File: src/rtl/cache_fill_pkg.sv
// cache_fill_pkg: shared types and helpers for the cache miss-fill arbiter
package cache_fill_pkg;

    typedef enum logic [1:0] {IDLE, ISSUE, DRAIN, DONE} state_t;

    localparam int ARB_FIXED = 0;
    localparam int ARB_RR    = 1;

    function automatic int off_bits(input int words, input int data_w);
        return $clog2(words * data_w / 8);
    endfunction

endpackage

File: src/rtl/rr_arbiter.sv
// rr_arbiter: fixed-priority or round-robin request picker with one-hot and index grant
module rr_arbiter
    import cache_fill_pkg::*;
#(
    parameter int NUM_CH = 2,
    parameter int MODE   = ARB_FIXED,
    localparam int CW    = NUM_CH > 1 ? $clog2(NUM_CH) : 1
) (
    input  logic              clk,
    input  logic              rst_n,
    input  logic [NUM_CH-1:0] req,
    input  logic              accept,
    output logic [NUM_CH-1:0] grant,
    output logic [CW-1:0]     grant_idx
);

    logic [CW-1:0] last;
    logic [CW-1:0] c;
    logic          found;

    // round-robin search starts just after the previous winner and wraps
    always_comb begin
        grant     = '0;
        grant_idx = '0;
        found     = 1'b0;
        c         = '0;
        for (int j = 0; j < NUM_CH; j++) begin
            c = (MODE == ARB_RR) ? CW'((int'(last) + 1 + j) % NUM_CH) : CW'(j);
            if (!found && req[c]) begin
                found     = 1'b1;
                grant[c]  = 1'b1;
                grant_idx = c;
            end
        end
    end

    always_ff @(posedge clk or negedge rst_n) begin
        if (!rst_n)
            last <= CW'(NUM_CH - 1);
        else if (accept)
            last <= grant_idx;
    end

endmodule

File: src/rtl/cache_fill_arb.sv
// cache_fill_arb: arbitrates block fills from NUM_CH caches onto one fixed-latency memory
module cache_fill_arb
    import cache_fill_pkg::*;
#(
    parameter int NUM_CH   = 2,
    parameter int ADDR_W   = 16,
    parameter int DATA_W   = 16,
    parameter int WORDS    = 8,
    parameter int MEM_LAT  = 4,
    parameter int ARB_MODE = ARB_FIXED
) (
    input  logic                       clk,
    input  logic                       rst_n,
    input  logic [NUM_CH-1:0]          miss_req,
    input  logic [NUM_CH*ADDR_W-1:0]   miss_addr,
    output logic [NUM_CH-1:0]          fsm_busy,
    output logic [NUM_CH-1:0]          fill_we,
    output logic [$clog2(WORDS)-1:0]   fill_idx,
    output logic [DATA_W-1:0]          fill_data,
    output logic [NUM_CH-1:0]          fill_done,
    input  logic                       wr_req,
    input  logic [ADDR_W-1:0]          wr_addr,
    input  logic [DATA_W-1:0]          wr_data,
    output logic                       wr_ack,
    output logic                       mem_en,
    output logic                       mem_we,
    output logic [ADDR_W-1:0]          mem_addr,
    output logic [DATA_W-1:0]          mem_wdata,
    input  logic [DATA_W-1:0]          mem_rdata
);

    localparam int IW  = $clog2(WORDS);
    localparam int OB  = off_bits(WORDS, DATA_W);
    localparam int BPW = DATA_W / 8;
    localparam int CW  = NUM_CH > 1 ? $clog2(NUM_CH) : 1;

    state_t              state;
    logic [NUM_CH-1:0]   grant;
    logic [ADDR_W-1:0]   base;
    logic [IW-1:0]       issue_cnt;
    logic [IW-1:0]       rcv_cnt;
    logic [MEM_LAT-1:0]  vsr;
    logic [NUM_CH-1:0]   arb_grant;
    logic [CW-1:0]       arb_idx;
    logic [ADDR_W-1:0]   sel_addr;
    logic                idle;
    logic                issuing;
    logic                wr_go;
    logic                take;
    logic                tap;

    rr_arbiter #(.NUM_CH(NUM_CH), .MODE(ARB_MODE)) u_arb (
        .clk       (clk),
        .rst_n     (rst_n),
        .req       (miss_req),
        .accept    (take),
        .grant     (arb_grant),
        .grant_idx (arb_idx)
    );

    always_comb begin
        sel_addr = '0;
        for (int c = 0; c < NUM_CH; c++)
            if (arb_idx == CW'(c))
                sel_addr = miss_addr[c*ADDR_W +: ADDR_W];
    end

    assign idle    = state == IDLE;
    assign issuing = state == ISSUE;
    assign wr_go   = idle & wr_req;
    assign take    = idle & ~wr_req & (|miss_req);
    // the tap of the valid shift register marks a returning read beat
    assign tap     = vsr[MEM_LAT-1];

    always_ff @(posedge clk or negedge rst_n) begin
        if (!rst_n) begin
            state     <= IDLE;
            grant     <= '0;
            base      <= '0;
            issue_cnt <= '0;
            rcv_cnt   <= '0;
            vsr       <= '0;
        end else begin
            vsr <= MEM_LAT'({vsr, issuing});
            if (tap)
                rcv_cnt <= rcv_cnt + 1'b1;
            case (state)
                IDLE: if (take) begin
                    state <= ISSUE;
                    grant <= arb_grant;
                    base  <= sel_addr & ~ADDR_W'((1 << OB) - 1);
                end
                ISSUE: begin
                    issue_cnt <= issue_cnt + 1'b1;
                    if (issue_cnt == IW'(WORDS - 1))
                        state <= DRAIN;
                end
                DRAIN: if (tap && rcv_cnt == IW'(WORDS - 1))
                    state <= DONE;
                DONE: state <= IDLE;
            endcase
        end
    end

    // counters wrap back to zero at the end of every block, so no reload on grant
    assign mem_en    = issuing | wr_go;
    assign mem_we    = wr_go;
    assign mem_addr  = issuing ? base + ADDR_W'(issue_cnt) * ADDR_W'(BPW) : wr_go ? wr_addr : '0;
    assign mem_wdata = wr_go ? wr_data : '0;
    assign wr_ack    = wr_go;
    assign fill_we   = tap ? grant : '0;
    assign fill_idx  = tap ? rcv_cnt : '0;
    assign fill_data = tap ? mem_rdata : '0;
    assign fill_done = (state == DONE) ? grant : '0;
    assign fsm_busy  = miss_req & ~fill_done;

endmodule
File: config.mk
export PLATFORM = sky130hd
export DESIGN_NAME = cache_fill_arb
export DESIGN_NICKNAME = d
export VERILOG_FILES = /design/src/rtl/cache_fill_pkg.sv /design/src/rtl/rr_arbiter.sv /design/src/rtl/cache_fill_arb.sv
export SDC_FILE = /design/constraint.sdc
export NUM_CORES = 1
export LEC_CHECK = 0
export BUFFER_PORTS_ARGS = -buffer_cell sky130_fd_sc_hd__buf_2
export CELL_PAD_IN_SITES_DETAIL_PLACEMENT = 1
export CELL_PAD_IN_SITES_GLOBAL_PLACEMENT = 2
export CORE_MARGIN = 8
export CORE_UTILIZATION = 20
export DETAILED_ROUTE_END_ITERATION = 6
export PLACE_DENSITY_LB_ADDON = 0.1
export SYNTH_ARGS = -nofsm -noshare
export SYNTH_HDL_FRONTEND = slang
export SYNTH_SLANG_ARGS = --single-unit
File: constraint.sdc
create_clock -name clk -period 5.1 [get_ports clk]
set_input_delay 0.51 -clock clk [delete_from_list [all_inputs] [get_ports clk]]
set_output_delay 0.51 -clock clk [all_outputs]
set_load 0.005 [all_outputs]
[Word level (Yosys, flattened, before mapping)]
Index checks and enable logic that the tools add are counted.
Storage, ports and cells
  register bits after elaboration: 26
  bits in latches: 0
  bits in writable memories: 0
  ROM bits: 0
  input bits: 85
  output and inout port bits: 60
  word-level logic and storage cells: 45
  memories kept: 0
Operators by class
  add/sub/neg operators: 3
  $mul: 0
  divide/modulo/power cells: 0
  magnitude comparators: 0
  equality and inequality tests: 8
  shift operators: 0
  muxes and demuxes: 14
  bitwise gates (word level): 7
  reduce and logical (&&, ||, !) cells: 7
Operators with widths (number)
  16-bit two-way mux: 5
  16-bit by 4-bit adder with 16-bit output: 1
  2-bit two-way mux: 5
  2-bit one-hot mux with 4 select lines: 1
  3-bit by 1-bit adder with 3-bit output, second input constant: 2
  3-bit == test, second input constant: 2
  2-bit == test, second input constant: 2
  2-bit by 1-bit != test with 1-bit output, second input constant: 2
  1-bit AND: 3
  3-bit two-way mux: 1
  3-bit AND reduction: 1
  2-bit AND: 1
  2-bit by 1-bit == test with 1-bit output, second input constant: 1
  1-bit logical AND: 2
  2-bit logical NOT: 1
  1-bit two-way mux: 2
  2-bit != test, second input constant: 1
  2-bit inverter: 1
  2-bit AND reduction: 1
  2-bit OR reduction: 1
  1-bit logical NOT: 1
  1-bit inverter: 1
  1-bit bitwise OR: 1

[Depth between registers and ports, before layout]
Gate-level depths: netlist of run 1.
  depth in word-level cells: 5
  gate-level depth with buffers: 8
  depth with buffers taken out: 6

[Cells and area by module]
A second synthesis of run 1 with hierarchy kept.
Unflattened totals
  cell total of the unflattened synthesis: 196
  area, all modules: 1747.9 µm²
Modules (own cells, without submodules)
  cache_fill_arb: instances 1, cells an instance 193, area an instance 1719.1 µm², seq. area each 650.6 µm²
  rr_arbiter: instances 1, cells an instance 3, area an instance 28.8 µm², seq. area each 0.0 µm²

[Least setup slack after synthesis of run 1]
OpenSTA, ideal clock, no wires.
  path type: flip-flop to output port
  start point: reg state[0]
  end point: out mem_addr[10]
  data arrival time: 1.478 ns
  required time: 4.590 ns
  path slack: 3.112 ns
  cell stages (with the launch flop): 9
  buffers on the path: 3
  cells stage by stage: dfrtp_1 -> inv_1 -> ha_1 -> clkbuf_2 -> and2_1 -> buf_2 -> buf_4 -> nand2_1 -> o21ai_0
Between the ends
  longest elaborated chain between the ends: 4
  elaborated cells on any way between the ends: 5
  classes of those cells: eq/ne: 1; mux: 2; bitwise: 1; reduce/logical: 1
RTL lines
  from (decl): line cache_fill_arb.sv:37  | state_t state;
  from (signal assigned): line cache_fill_arb.sv:77  | state <= IDLE;
  from (signal assigned): line cache_fill_arb.sv:89  | state <= ISSUE;
  from (signal assigned): line cache_fill_arb.sv:96  | state <= DRAIN;
  2-bit logical NOT: line cache_fill_arb.sv:68  | assign idle = state == IDLE;
  1-bit AND: line cache_fill_arb.sv:70  | assign wr_go = idle & wr_req;
  named net mem_we: line cache_fill_arb.sv:26  | output logic mem_we,
  16-bit two-way mux (2 in series): line cache_fill_arb.sv:108  | assign mem_addr = issuing ? base + ADDR_W'(issue_cnt) * ADDR_W'(BPW) : wr_go ? wr_addr : '0;
  to (decl): line cache_fill_arb.sv:27  | output logic [ADDR_W-1:0] mem_addr,
The timed path passes the listed nets, and every way through them passes these cells.

[Worst setup path in the final report of run 1]
  start point: reg state[0]
  end point: out mem_addr[13]
Between the ends
  longest elaborated chain between the ends: 4
  elaborated cells on any way between the ends: 5
  classes of those cells: eq/ne: 1; mux: 2; bitwise: 1; reduce/logical: 1
RTL lines (line)
  2-bit logical NOT: cache_fill_arb.sv:68
  1-bit AND: cache_fill_arb.sv:70
  16-bit two-way mux: cache_fill_arb.sv:108
  16-bit two-way mux (*): cache_fill_arb.sv:108
Every way passes the cells marked *; elsewhere a longest branch is shown, timed or not.

==> reports/qor.csv, run 1 <==
stage,metric,value,unit
status,status,"finished, final reports clean",
sta,min Tclk post-route,2960,ps
clock_tree,"Clk pin slew, worst setup/hold paths",100,ps
sta,Max Slew Vio Count,0,
drt,Residual DRC,0,
critical_path,crit-path cells,inv_1 > ha_1 > and2_1 > nand2_1 > o21ai_0 > buf_2,
drt,ANT nets after route,0,
sta,Setup TNS,0,ps
yosys,Gate Count Post-Synth,195,
clock_tree,postcts setup bufs,0,
clock_tree,CTS max path bufs,2,
floorplanning,Die ar.,11700,sq um
yosys,most common cell in the synthesized netlist,nand2_1,
sta,Peak Freq,338,MHz
yosys,"top cells by count, synth","44 x nand2_1, 27 x o21ai_0, 26 x dfrtp_1, 24 x and2_1, 16 x and3_1",
sta,final worst-path cycle share,58.0,%
critical_path,max incr delay on CP,670,ps
power_and_ir_drop,internal cell power,0.691,mW
power_and_ir_drop,Sw Ratio,38.8,%
place,RD Place Congestion,0.634,
yosys,sequential-to-total area share from yosys stat,38.2,%
floorplanning,# IOs,145,
clock_tree,clock root buffer,clkbuf_8,
critical_path,crit path max fanout,20,
place,setup slack after placement,2350,ps
drt,Iter 0 DRT Violations,15,
power_and_ir_drop,Pleak,1.48,nW
global_routing,total grt overflow,0,
floorplanning,Initial Util,20.7,%
power_and_ir_drop,share of power burned in combinational logic,50.2,%
clock_tree,worst-skew pair later-pin latency,270,ps
sta,# setup viols final,0,
clock_tree,hold_buf cts,0,
yosys,Synth async-reset ratio,100,%
hold_path,Hold/Removal Path Class,input port to async pin,
sta,Slew HR,43.1,%
clock_tree,CTS tree,done,
power_and_ir_drop,switching power,0.438,mW
power_and_ir_drop,power density over cell area,448,nW/um^2
drt,overall routed net length,6460,um
clock_tree,number of buffers created by CTS,3,
sta,Final Hold Vio Count,0,
yosys,syn nets,288,
floorplanning,num rows,33,
final_layout,ant diodes,0,
yosys,largest area contributor in the netlist,dfrtp_1,
run,Max Cap Viol,0,
floorplanning,Die Span Y,108,um
global_routing,GRT Total Usage,10.4,%
critical_path,"Req. time, crit path",4590,ps
floorplanning,core area,8220,sq um
yosys,yosys warns,0,
sta,RSZ-0062 raised after global routing,false,
critical_path,kind of critical path,flip-flop to output port,
yosys,synthesized cell area,1700,sq um
yosys,share of the synthesized area in the top cell type,38.2,%
power_and_ir_drop,sequential share of power,34.1,%
clock_tree,clock net sink count,26,
drt,routed wire length per instance,15.2,um
critical_path,WP data arrival,2450,ps
yosys,largest cells by area after synthesis,"dfrtp_1 38%, nand2_1 9.7%, and2_1 8.8%",
critical_path,CP Capture Type,output port,
yosys,synthesized area per cell,8.73,sq um
yosys,Post-synth EDFFs,0,
global_routing,largest net degree at the start of global routing,38,
critical_path,crit start category,flip-flop,
place,Post-DP HPWL,5190,um
global_routing,vias in the first global route,1918,
place,IO Port Bufs,136,
yosys,ys flop type,dfrtp_1,
final_layout,area delta synth->final,47.9,%
sta,worst-margin pin slew,853,ps
sta,clk_skew,1.51,ps
yosys,Synth cell types,25,
sta,worst setup margin,2140,ps
drt,drt pass-1 iters,4,
yosys,"FF+latch count, synth",26,
power_and_ir_drop,Clock power frac,15.7,%
floorplanning,die outline width,108,um
global_routing,first-pass GRT wire length,9930,um
global_routing,initial antenna violation count,0,
drt,vias after detailed routing,1784,
drt,Vias/cell,4.20,
clock_tree,H-Tree Level Count,1,
final_layout,fraction of layout cells with a size suffix above 1,46.3,%
final_layout,Nets,414,
power_and_ir_drop,worst vdd ir,167,uV
clock_tree,post-cts resize count,0,
critical_path,"slowest stage cell, crit path",and2_1,
-- flip-flops by register name, indices dropped and copies added (netlist names) --
name,cells
grant,2
base,12
state,2
rcv_cnt,3
vsr,4
issue_cnt,3
-- layout by cell type, fill, tap and decap left out, drive strengths merged --
master	synthesis	routed
dfrtp	26	26
mux2i	12	12
xor2	2	2
and2	24	24
mux2	5	5
ha	8	8
nor2b	4	4
a221oi	1	1
and3b	1	1
clkbuf	11	3
a21oi	2	2
and3	16	16
o21ai	28	28
nand2	44	44
o32a	1	1
nand2b	1	1
bufinv	0	1
or2	1	1
inv	2	2
buf	5	137
a22o	1	1
-- power groups by stage --
stage | combinational [mW] | clock, mW | sequential [mW]
4_1_cts | 0.592 | 0.185 | 0.388
6_report | 0.567 | 0.177 | 0.385
3_3_place_gp | 0.574 | 0 | 0.389
2_1_floorplan | 0.379 | 0 | 0.355
5_1_grt | 0.658 | 0.190 | 0.400
3_5_place_dp | 0.590 | 0 | 0.394
-- final timing paths --
kind | startpoint | endpoint | slack [ps] | depth (start not counted)
setup reg to reg | state[0]$_DFFE_PN0P_ | state[1]$_DFFE_PN0P_ | 2680 | 6
max in group asynchronous | rst_n | base[7]$_DFFE_PN0P_ | 4430 | 1
min in group clk | vsr[2]$_DFF_PN0_ | vsr[3]$_DFF_PN0_ | 360 | 0
hold / removal | rst_n | issue_cnt[0]$_DFFE_PN0P_ | 250 | 1
setup / recovery | state[0]$_DFFE_PN0P_ | mem_addr[13] | 2140 | 6
hold reg to reg | vsr[2]$_DFF_PN0_ | vsr[3]$_DFF_PN0_ | 360 | 0
-- layer usage --
layer | part of all wire, % | wire length [um] | vias up | global-route usage, %
li1 | - | - | 898 | -
met1 | 40 | 2570 | 834 | 11.6
met2 | 54 | 3490 | 50 | 19.9
met3 | 5.7 | 367 | 2 | 2.56
met4 | 0.37 | 24 | 0 | 1.47
met5 | 0 | 0 | - | 0
-- stage by stage --
step                instance area [sq um]  cells  power [mW]  hold slack, ps  utilization (%)
CTS                                  2520    425        1.17             267             30.7
finish                               2520    425        1.13             248             30.7
global route                         2520    425        1.25             300             30.7
floorplan                            1700    195       0.734             214                -
detailed placement                   2450    421       0.984             336             29.8
global placement                     2450    421       0.963             332             29.8
-- area by class of cell --
cell class	count	area, sq um
fillers	1017	5700
multi-input cells	151	970
repair buffers	137	688
flip-flops and latches	26	651
well taps	105	131
clock buffers	3	41.3
clock inverters	1	30.0
inverters	2	7.51
-- critical path: cells and delay by family, from the launching register on --
family / cells / cell delay, ps
flops: 1 / 430
simple gates: 2 / 770
fa+ha+maj: 1 / 530
buf+inv: 2 / 240
compound gates: 1 / 180
-- cell families after synthesis --
group | after synthesis | synth area share [%]
AO/OA/AOI/OAI | 33 | 12.1
XOR/XNOR | 2 | 1.03
adder cells (fa/ha/maj) | 8 | 5.88
buffers and inverters | 18 | 4.85
flip-flops | 26 | 38.2
multiplexers | 17 | 10.4
AND/OR/NAND/NOR | 91 | 27.6
Power figures use the tool's default switching activity.
==> run 2, diff against run 1 <==
Settings changed: CORE_UTILIZATION 20 to 17.
Clock period 5.1 ns to 2.4 ns, I/O delays scaled along.
==> run 2 against run 1 <==
Setup slack worse by 1900 ps. Worst hold slack worse by 28 ps. Utilization down 3.9 points. Count of clock-buffer cells in the layout is the same. Critical path depth grew 2. Wire length grew 0.70%. Clock skew is 1.1 ps higher. Sequential power up 110%. Largest cell class unchanged.
==> reports/qor.csv, run 2 (synthesis results as in run 1) <==
stage,metric,value,unit
sta,Slew HR,58.6,%
sta,Final Hold Vio Count,0,
clock_tree,clock root buffer,clkbuf_8,
critical_path,Worst R2R Start,state[0]$_DFFE_PN0P_,
final_layout,Nets,420,
sta,Max Slew Vio Count,0,
status,status,"finished, final reports clean",
final_layout,ant diodes,0,
critical_path,WP data arrival,1920,ps
critical_path,Worst R2R Path Depth,6,
global_routing,initial antenna violation count,0,
sta,Setup TNS,0,ps
global_routing,largest net degree at the start of global routing,27,
critical_path,end of the worst register-to-register path,state[1]$_DFFE_PN0P_,
final_layout,most frequent cells in the layout,"136 x buf_2, 44 x nand2_1, 27 x o21ai_0, 26 x dfrtp_1, 24 x and2_1",
final_layout,"most common cell after layout, fill and taps aside",buf_2,
critical_path,kind of critical path,flip-flop to output port,
global_routing,first-pass GRT wire length,9730,um
sta,worst-margin pin slew,621,ps
final_layout,largest registers,"base (12), vsr (4)",
critical_path,crit-path cells,inv_1 > ha_1 > buf_4 > and2_1 > buf_6 > nand2_1 > o21ai_0 > buf_2,
clock_tree,postcts setup bufs,0,
critical_path,reg2reg setup slack,450,ps
clock_tree,CTS tree,done,
critical_path,crit path max fanout,19,
critical_path,"slowest stage cell, crit path",dfrtp_1,
run,Max Cap Viol,0,
global_routing,vias in the first global route,2036,
place,RD Place Congestion,0.667,
final_layout,final core utilization,26.8,%
floorplanning,die outline width,116,um
global_routing,total grt overflow,0,
drt,overall routed net length,6500,um
drt,ANT nets after route,0,
sta,min Tclk post-route,2160,ps
floorplanning,Initial Util,17.5,%
floorplanning,core area,9730,sq um
hold_path,Hold/Removal Path Class,input port to flip-flop,
critical_path,"Req. time, crit path",2160,ps
global_routing,GRT Total Usage,9.04,%
final_layout,Largest register FFs,12,
final_layout,"Most flops, register",base,
final_layout,final std cells w/o fill,459,
sta,Peak Freq,464,MHz
floorplanning,# IOs,145,
sta,Final Hold Slack,220,ps
drt,Vias/cell,3.95,
drt,routed wire length per instance,14.2,um
power_and_ir_drop,power density over cell area,942,nW/um^2
floorplanning,num rows,36,
floorplanning,Die ar.,13500,sq um
clock_tree,worst-skew pair later-pin latency,270,ps
critical_path,Critical Path Source,state[0]$_DFFE_PN0P_,
final_layout,fraction of layout cells with a size suffix above 1,46.9,%
power_and_ir_drop,worst vdd ir,263,uV
final_layout,area delta synth->final,53.0,%
clock_tree,number of buffers created by CTS,3,
drt,Iter 0 DRT Violations,49,
clock_tree,clock net sink count,26,
place,IO Port Bufs,136,
critical_path,CP Capture Type,output port,
critical_path,max incr delay on CP,430,ps
place,Post-DP HPWL,5420,um
critical_path,crit start category,flip-flop,
drt,Residual DRC,0,
clock_tree,H-Tree Level Count,1,
sta,clk_skew,2.65,ps
sta,RSZ-0062 raised after global routing,false,
power_and_ir_drop,Pleak,1.51,nW
power_and_ir_drop,total power after layout,2.45,mW
clock_tree,CTS max path bufs,2,
drt,drt pass-1 iters,3,
critical_path,Critical Path Sink,mem_addr[9],
drt,vias after detailed routing,1812,
sta,# setup viols final,0,
sta,final worst-path cycle share,89.8,%
place,Post-Place Cells,454,
clock_tree,"Clk pin slew, worst setup/hold paths",90,ps
floorplanning,Die Span Y,116,um
-- run 2: cell count changes in the layout (fill, tap and decap cells not counted), sizes merged --
cell	change
buf	+5
dlygate4sd3	+1
-- run 2: repair_timing --
action | CTS | global route
endpoints found under the hold margin | 26 | 0
hold buffers | 1 | 0
resized for setup | 0 | 1
setup endpoints to repair | 0 | 1
-- run 2: per-layer routing --
| metal | share of wire, % | track usage, % |
|---|---|---|
| met5 | 0 | 0 |
| met1 | 41 | 10.2 |
| met2 | 48 | 15.7 |
| met3 | 10 | 3.34 |
| met4 | 0.91 | 2.33 |
-- run 2: final cells by class --
type / instances / area (sq um)
Fill cell: 1183 / 7120
Multi-Input combinational cell: 151 / 970
Timing Repair Buffer: 143 / 739
Sequential cell: 26 / 651
Tap cell: 133 / 166
Clock buffer: 3 / 41.3
Clock inverter: 1 / 30.0
Inverter: 2 / 7.51
-- run 2: worst min path at each step --
| stage | cells past startpoint | slack, ps | from | end |
|---|---|---|---|---|
| 5_1_grt | 2 | 230 | miss_req[0] | grant[1]$_DFFE_PN0P_ |
| 3_5_place_dp | 1 | 300 | rst_n | base[9]$_DFFE_PN0P_ |
| 2_1_floorplan | 0 | -60 | rst_n | base[10]$_DFFE_PN0P_ |
| 6_report | 2 | 220 | miss_req[0] | grant[1]$_DFFE_PN0P_ |
| 3_3_place_gp | 1 | 310 | rst_n | base[9]$_DFFE_PN0P_ |
| 4_1_cts | 2 | 210 | miss_req[0] | grant[1]$_DFFE_PN0P_ |
-- run 2: critical path, delay by kind of cell, from the launching register on --
family	cells	cell delay (ps)
buffers and inverters	4	650
flip-flops	1	430
AND/OR/NAND/NOR	2	230
adder cells (fa/ha/maj)	1	170
AO/OA/AOI/OAI	1	160
-- run 2: power breakdown --
| part | total [mW] | internal, mW | switching (mW) |
|---|---|---|---|
| clock | 0.369 | 0.223 | 0.146 |
| combinational | 1.27 | 0.633 | 0.642 |
| sequential | 0.810 | 0.653 | 0.156 |
-- run 2: metrics by stage --
| stage | cell area [sq um] | setup WS [ps] |
|---|---|---|
| after floorplan | 1700 | 682 |
| after global placement | 2520 | 442 |
| after detailed placement | 2520 | 428 |
| after CTS | 2600 | 171 |
| after global routing | 2610 | 31.1 |
| final | 2610 | 244 |
==> run 3, diff against run 2 <==
Settings changed: CORE_UTILIZATION 17 to 19.
Clock period 2.4 ns to 2.3 ns, I/O delays scaled along.
==> run 3 against run 2 <==
Sequential cell count did not move. Clock skew rose by 3.4 ps. Largest power group unchanged. Count of clock-buffer cells in the layout is 1 higher. Critical path type unchanged. Utilization rose by 2.6 points. Clock power is 18% lower. Total power rose by 0.36%. Worst hold slack worse by 11 ps.
==> reports/qor.csv, run 3 (synthesis results as in run 1) <==
stage,metric,value,unit
final_layout,"Most flops, register",base,
power_and_ir_drop,total power after layout,2.46,mW
floorplanning,Initial Util,19.5,%
sta,worst setup margin,243,ps
global_routing,vias in the first global route,1991,
critical_path,WP data arrival,1830,ps
drt,Residual DRC,0,
critical_path,max incr delay on CP,430,ps
sta,Final Hold Vio Count,0,
global_routing,first-pass GRT wire length,10400,um
clock_tree,worst-skew pair later-pin latency,270,ps
place,setup slack after placement,425,ps
sta,final worst-path cycle share,89.4,%
final_layout,area delta synth->final,50.2,%
drt,drt pass-1 iters,4,
sta,RSZ-0062 raised after global routing,false,
critical_path,crit path max fanout,19,
drt,overall routed net length,6470,um
drt,ANT nets after route,0,
drt,Iter 0 DRT Violations,44,
critical_path,crit-path cells,inv_1 > ha_1 > and2_1 > buf_6 > nand2_1 > o21ai_0 > buf_2,
run,Max Cap Viol,0,
global_routing,GRT Total Usage,10.3,%
final_layout,Nets,420,
final_layout,ant diodes,0,
global_routing,initial antenna violation count,0,
sta,# setup viols final,0,
critical_path,crit start category,flip-flop,
power_and_ir_drop,worst vdd ir,346,uV
status,status,"finished, final reports clean",
sta,worst-margin pin slew,611,ps
drt,vias after detailed routing,1826,
sta,clk_skew,6.07,ps
hold_path,Hold/Removal Path Class,input port to flip-flop,
clock_tree,number of buffers created by CTS,3,
final_layout,fraction of layout cells with a size suffix above 1,46.9,%
sta,min Tclk post-route,2060,ps
sta,Slew HR,59.3,%
floorplanning,die outline width,111,um
clock_tree,clock net sink count,26,
floorplanning,Die ar.,12200,sq um
place,Post-DP HPWL,5250,um
critical_path,"slowest stage cell, crit path",dfrtp_1,
place,RD Place Congestion,0.710,
critical_path,Worst R2R Start,state[0]$_DFFE_PN0P_,
floorplanning,# IOs,145,
power_and_ir_drop,Pleak,1.50,nW
floorplanning,core area,8720,sq um
critical_path,end of the worst register-to-register path,state[1]$_DFFE_PN0P_,
sta,Setup TNS,0,ps
final_layout,Largest register FFs,12,
critical_path,CP Capture Type,output port,
clock_tree,CTS tree,done,
final_layout,most frequent cells in the layout,"136 x buf_2, 44 x nand2_1, 27 x o21ai_0, 26 x dfrtp_1, 24 x and2_1",
drt,routed wire length per instance,14.9,um
sta,Peak Freq,486,MHz
clock_tree,CTS max path bufs,2,
hold_path,Hold Startpoint,miss_req[0],
place,IO Port Bufs,136,
clock_tree,postcts setup bufs,0,
clock_tree,H-Tree Level Count,1,
critical_path,kind of critical path,flip-flop to output port,
final_layout,largest registers,"base (12), vsr (4)",
sta,Max Slew Vio Count,0,
hold_path,WHS Path Cells,2,
hold_path,Hold Crit Endpoint,grant[1]$_DFFE_PN0P_,
global_routing,largest net degree at the start of global routing,37,
critical_path,"Req. time, crit path",2070,ps
clock_tree,"Clk pin slew, worst setup/hold paths",100,ps
global_routing,total grt overflow,0,
critical_path,Worst R2R Path Depth,6,
power_and_ir_drop,power density over cell area,963,nW/um^2
floorplanning,Die Span Y,111,um
drt,Vias/cell,4.21,
final_layout,"most common cell after layout, fill and taps aside",buf_2,
final_layout,fill cell count,1067,
floorplanning,num rows,34,
clock_tree,clock root buffer,clkbuf_8,
critical_path,reg2reg setup slack,420,ps
run 3: area by class of cell:
type,count,area [sq um],area share (%)
inverters,2,7.51,0.294
clock buffers,4,55.1,2.15
flip-flops and latches,26,651,25.4
repair buffers,143,739,28.9
multi-input cells,151,970,37.9
well taps,108,135,5.28
run 3: metrics by stage:
step	area (sq um)	hold slack, ps	utilization, %	std cells
2_1_floorplan	1700	-65.6	-	195
3_3_place_gp	2490	305	28.5	429
3_5_place_dp	2490	296	28.5	429
4_1_cts	2550	197	29.3	434
5_1_grt	2560	207	29.3	434
6_report	2560	209	29.3	434
run 3: how the worst max path moves through the flow:
stage	from	endpoint	slack, ps	depth (start not counted)
after global routing	state[0]$_DFFE_PN0P_	mem_addr[3]	20	7
after global placement	state[0]$_DFFE_PN0P_	state[1]$_DFFE_PN0P_	430	6
after floorplan	state[0]$_DFFE_PN0P_	mem_addr[10]	590	8
after CTS	state[0]$_DFFE_PN0P_	mem_addr[3]	160	7
final	state[0]$_DFFE_PN0P_	mem_addr[3]	240	7
after detailed placement	state[0]$_DFFE_PN0P_	state[1]$_DFFE_PN0P_	430	6
run 3: critical path: cells and delay by family, from the launching register on:
kind	cells	cell delay, ps
flops	1	430
simple gates	2	250
compound gates	1	170
fa+ha+maj	1	250
buf+inv	3	450
run 3: repair_timing:
action                                  4_1_cts  5_1_grt
gates resized for setup                       0        1
hold endpoints to repair                     26        0
endpoints found under the setup margin        0        1
hold buffers                                  1        0
run 3: report_power, final:
| group | leakage (nW) | total (mW) | switching, mW | internal (mW) |
|---|---|---|---|---|
| Combinational | 1.16 | 1.35 | 0.688 | 0.657 |
| Clock | 0.0288 | 0.302 | 0.149 | 0.153 |
| Sequential | 0.321 | 0.815 | 0.133 | 0.681 |
run 3: metal layers:
layer	up-vias	routed length [um]	share of wire [%]	GRT usage, %
met5	-	0	0	0
met4	0	54	0.83	2.43
met3	2	379	5.9	3.19
met2	67	3310	51	18.6
met1	847	2730	42	11.4
li1	910	-	-	-
